$ cat src/rtl/music_tone_gen.sv
`default_nettype none
// ============================================================================
//  Module      : music_tone_gen
//  Description : Converts a 5-bit melody note index into a square wave for
//                the board buzzer. A new note is taken on each beat pulse,
//                and a silent gap separates re-struck identical notes.
//  Revision    : 1.0 - initial release
// ============================================================================
module music_tone_gen #(
   parameter int CLK_HZ     = 50_000_000,
   parameter int GAP_CYCLES = 500_000,
   parameter int DIV_W      = 20
) (
   input  logic       clk,
   input  logic       rst,
   input  logic       en,
   input  logic       beat,
   input  logic [4:0] note,
   output logic       buzzer,
   output logic       note_active,
   output logic [4:0] cur_note
);

   localparam int GAP_W = (GAP_CYCLES > 1) ? $clog2(GAP_CYCLES) : 1;
   localparam logic [GAP_W-1:0] C_GAP_LAST = GAP_W'((GAP_CYCLES > 0) ? (GAP_CYCLES - 1) : 0);

   typedef enum logic [1:0] {
      S_IDLE = 2'd0,
      S_GAP  = 2'd1,
      S_TONE = 2'd2
   } state_t;

   // Tone frequencies in Hz for note indices 1..21; anything else is silence.
   function automatic int note_freq(input int idx);
      case (idx)
         1:  note_freq = 262;   2:  note_freq = 294;   3:  note_freq = 330;
         4:  note_freq = 349;   5:  note_freq = 392;   6:  note_freq = 440;
         7:  note_freq = 494;   8:  note_freq = 523;   9:  note_freq = 587;
         10: note_freq = 659;   11: note_freq = 698;   12: note_freq = 784;
         13: note_freq = 880;   14: note_freq = 988;   15: note_freq = 1047;
         16: note_freq = 1175;  17: note_freq = 1319;  18: note_freq = 1397;
         19: note_freq = 1568;  20: note_freq = 1760;  21: note_freq = 1976;
         default: note_freq = 0;
      endcase
   endfunction

   logic [DIV_W-1:0] w_half_tab [0:31];

   // Half-period table, fully resolved at elaboration so no runtime divider.
   for (genvar gi = 0; gi < 32; gi++) begin : g_half
      localparam int C_F    = note_freq(gi);
      localparam int C_HALF = (C_F == 0) ? 0 : CLK_HZ / (2 * C_F);
      assign w_half_tab[gi] = DIV_W'(C_HALF);
   end

   state_t           r_state, w_state_nx;
   logic [4:0]       r_cur_note, w_cur_note_nx;
   logic [DIV_W-1:0] r_half, w_half_nx;
   logic [DIV_W-1:0] r_div_cnt, w_div_cnt_nx;
   logic [GAP_W-1:0] r_gap_cnt, w_gap_cnt_nx;
   logic             r_buzzer, w_buzzer_nx;
   logic             w_note_valid;

   assign w_note_valid = (note != 5'd0) && (note <= 5'd21);

   // State and datapath registers; reset and play-disable both clear everything.
   always_ff @(posedge clk) begin
      if (rst) begin
         r_state    <= S_IDLE;
         r_cur_note <= '0;
         r_half     <= '0;
         r_div_cnt  <= '0;
         r_gap_cnt  <= '0;
         r_buzzer   <= 1'b0;
      end else begin
         r_state    <= w_state_nx;
         r_cur_note <= w_cur_note_nx;
         r_half     <= w_half_nx;
         r_div_cnt  <= w_div_cnt_nx;
         r_gap_cnt  <= w_gap_cnt_nx;
         r_buzzer   <= w_buzzer_nx;
      end
   end

   // Next-state logic: en=0 beats beat; a beat is evaluated in every state.
   always_comb begin
      w_state_nx    = r_state;
      w_cur_note_nx = r_cur_note;
      w_half_nx     = r_half;
      w_div_cnt_nx  = r_div_cnt;
      w_gap_cnt_nx  = r_gap_cnt;
      w_buzzer_nx   = r_buzzer;

      if (!en) begin
         w_state_nx    = S_IDLE;
         w_cur_note_nx = '0;
         w_div_cnt_nx  = '0;
         w_gap_cnt_nx  = '0;
         w_buzzer_nx   = 1'b0;
      end else if (beat && !w_note_valid) begin
         w_state_nx    = S_IDLE;
         w_cur_note_nx = '0;
         w_div_cnt_nx  = '0;
         w_gap_cnt_nx  = '0;
         w_buzzer_nx   = 1'b0;
      end else if (beat && (note != r_cur_note)) begin
         w_state_nx    = S_TONE;
         w_cur_note_nx = note;
         w_half_nx     = w_half_tab[note];
         w_div_cnt_nx  = '0;
         w_gap_cnt_nx  = '0;
         w_buzzer_nx   = 1'b0;
      end else if (beat && (GAP_CYCLES > 0)) begin
         // Re-struck identical note: go quiet briefly before restarting.
         w_state_nx   = S_GAP;
         w_div_cnt_nx = '0;
         w_gap_cnt_nx = '0;
         w_buzzer_nx  = 1'b0;
      end else begin
         // No beat, or a repeated note with the gap disabled: keep running.
         case (r_state)
            S_GAP: begin
               if (r_gap_cnt == C_GAP_LAST) begin
                  w_state_nx   = S_TONE;
                  w_gap_cnt_nx = '0;
                  w_div_cnt_nx = '0;
                  w_buzzer_nx  = 1'b0;
               end else begin
                  w_gap_cnt_nx = r_gap_cnt + GAP_W'(1);
               end
            end
            S_TONE: begin
               if (r_div_cnt == r_half - DIV_W'(1)) begin
                  w_div_cnt_nx = '0;
                  w_buzzer_nx  = ~r_buzzer;
               end else begin
                  w_div_cnt_nx = r_div_cnt + DIV_W'(1);
               end
            end
            default: begin
               w_state_nx    = S_IDLE;
               w_cur_note_nx = '0;
               w_div_cnt_nx  = '0;
               w_gap_cnt_nx  = '0;
               w_buzzer_nx   = 1'b0;
            end
         endcase
      end
   end

   assign buzzer      = r_buzzer;
   assign note_active = (r_state == S_TONE);
   assign cur_note    = r_cur_note;

endmodule
`default_nettype wire

$ cat config.mk
export PLATFORM = sky130hd
export DESIGN_NAME = music_tone_gen
export DESIGN_NICKNAME = d
export VERILOG_FILES = /design/src/rtl/music_tone_gen.sv
export SDC_FILE = /design/constraint.sdc
export NUM_CORES = 1
export LEC_CHECK = 0
export BUFFER_PORTS_ARGS = -buffer_cell sky130_fd_sc_hd__buf_2
export CAP_MARGIN = 20
export CORE_MARGIN = 2
export CORE_UTILIZATION = 40
export CTS_CLUSTER_DIAMETER = 80
export DETAILED_ROUTE_END_ITERATION = 6
export GPL_TIMING_DRIVEN = 0
export SLEW_MARGIN = 5
export SYNTH_ARGS = -nofsm -noshare
export SYNTH_HDL_FRONTEND = slang
export SYNTH_SLANG_ARGS = --single-unit
export TNS_END_PERCENT = 20
$ cat constraint.sdc
create_clock -name clk -period 7.5 [get_ports clk]
set_input_delay 0.75 -clock clk [delete_from_list [all_inputs] [get_ports clk]]
set_output_delay 0.75 -clock clk [all_outputs]
set_load 0.03 [all_outputs]
==> qor.csv <==
metric,value,unit
r2r_start,r_half[9],
fp-row-count,36,
syn_area,4090,sq um
cts_max_level,3,
clock-sinks,64,
rsz0062_at_grt,false,
portBuffers,13,
ff2ff_path_depth,9,
cts_resized,0,
vias,3862,
dpl.hpwl,7.75,mm
drive_gt1_share,7.59,%
cts_buffers,9,
detailed_place.area,4320,sq um
grt_usage,19.4,%
tightest_slew,917,ps
grt_max_degree,13,
yosysTopAreaCellShare,31.3,%
ys_types,54,
antenna_cells,0,
drv_slew,0,
cellPowerDensity,177,nW/um^2
dp_cells,669,
drc_errors,0,
drv_cap,0,
cts_max_path_buffers,2,
period_share,47.7,%
drt-initial-drc-count,173,
syn_inst,523,
core,9860,sq um
synth_edf_count,0,
hold_depth,2,
die_w,105,um
postLayoutCellArea,4530,sq um
dieArea,11100,sq um
cts_root_buffer,clkbuf_8,
leakagePower,1.56,nW
ys_ff_latch,64,
status,completed,
grt_pass1_vias,3688,
vias_per_cell,5.63,
drt-total-wl,10.4,mm
skew,11.8,ps
die_y,105,um
critPathKind,input pin to flop,
grt_pass1_wl,17.6,mm
ys_seq_area_share,31.3,%
hold_viol,0,
gr-total-overflow,0,
r2r_end,r_div_cnt[16],
synth.area.top_cells,"dfxtp_1, nor2_1, xor2_1",
fmax,280,MHz
setup_viol,0,
r2r_setup_slack,4300,ps
critPathArrivalTime,3790,ps
drtPass1Iterations,4,
yosysWarnings,0,
async_flop_share,0,%
cp-end-kind,flop,
layout.cells.non_filler,686,
ys_top_cells_by_count,"nor2_1, dfxtp_1, a21oi_1",
hold_path_end,r_gap_cnt[14],
ir_drop,0.0000890,V
ios,16,
syn_to_final_growth,10.8,%
crit_path_max_fanout,10,
wl_per_cell,15.1,um
clk_pin_slew,80,ps
clock_latency,340,ps
min_period,3580,ps
cts_tree,done,
synth_top_area_cell,dfxtp_1,
antenna_found_initial,0,
post_cts_buffers,0,
fin_nets,574,
initial_core_util,41.5,%
cp.required,7710,ps
avgSynthCellArea,7.83,sq um
syn-num-nets,549,
hold_class,flop to flop,
yosysMostFrequentCell,nor2_1,
relSlewSlack,38.8,%
power.total,0.801,mW
antenna_left,0,
worstSetupStartpointType,input pin,
hold_buffers,0,
synth_flop_cell,dfxtp_1,
hp-start,r_gap_cnt[14],
gp_congestion,0.914,
tns,0,ps
==> final cells by class <==
class / count / area [sq um]
Buffer: 33 / 131
Clock buffer: 10 / 138
Clock inverter: 6 / 67.6
Fill cell: 988 / 5330
Inverter: 14 / 52.6
Multi-Input combinational cell: 412 / 2630
Sequential cell: 64 / 1280
Tap cell: 133 / 166
Timing Repair Buffer: 14 / 70.1
==> sequential cells by signal (all words and copies together) (netlist names) <==
signal / cells
buzzer: 1
cur_note: 5
r_div_cnt: 20
r_gap_cnt: 19
r_half: 17
r_state: 2
==> worst max path at each step <==
stage | startpoint | end | slack, ps | depth (start not counted)
CTS | note[1] | r_half[8] | 3940 | 11
global route | note[1] | r_half[8] | 3680 | 11
finish | note[1] | r_half[8] | 3920 | 11
detailed placement | note[1] | r_half[8] | 3620 | 11
floorplan | note[1] | r_half[11] | 4610 | 10
global placement | note[1] | r_half[8] | 3600 | 11
==> cells in the final DEF, fill, tap and decap left out, types with 5 or more instances in the layout <==
master / count
xnor2_1: 27
o211ai_1: 6
clkbuf_1: 26
ha_1: 17
or4_1: 5
o21ai_0: 21
nor3b_1: 11
inv_1: 14
or3_1: 7
nor3_1: 30
nand3_1: 18
nor2_1: 74
xor2_1: 31
nand4_1: 12
nand2_1: 34
dfxtp_1: 64
buf_2: 16
and3_1: 8
clkbuf_8: 10
a21oi_1: 37
a211oi_1: 15
==> stage by stage <==
stage          hold WS [ps]  worst slack, ps  util [%]
2_1_floorplan           471             4610         -
3_3_place_gp            485             3600      43.8
3_5_place_dp            510             3620      43.8
4_1_cts                 526             3940      45.9
5_1_grt                 553             3680      46.0
6_report                525             3920      46.0
==> kinds of logic (layout without fill, tap and decap cells) <==
logic type / after synthesis / in the layout / synth area share (%)
multiplexers: 5 / 5 / 1.83
AND/OR/NAND/NOR: 226 / 226 / 28.1
XOR/XNOR: 58 / 58 / 12.4
buffers and inverters: 47 / 77 / 4.49
AO/OA/AOI/OAI: 106 / 106 / 16.7
adder cells (fa/ha/maj): 17 / 17 / 5.20
flip-flops: 64 / 64 / 31.3
==> worst max-delay path, cell delays in order <==
cell,delay [ps]
buf_2,170
clkbuf_1,420
inv_1,270
ha_1,280
a211oi_1,310
nor3_1,130
nor3b_1,490
clkbuf_1,490
o221ai_1,270
o21ai_0,140
nor2_1,60
==> report_power, final <==
group / switching [mW] / internal [mW] / total, mW
clock: 0.143 / 0.164 / 0.307
sequential: 0.00929 / 0.347 / 0.356
combinational: 0.0850 / 0.0533 / 0.138
==> per-layer routing <==
metal	GRT usage [%]	up-vias	wire [um]
li1	-	1915	-
met1	24.1	1812	4710
met2	33.3	113	5000
met3	4.62	22	474
met4	6.00	0	207
met5	0	-	0
(Power assumes the default switching activity.)
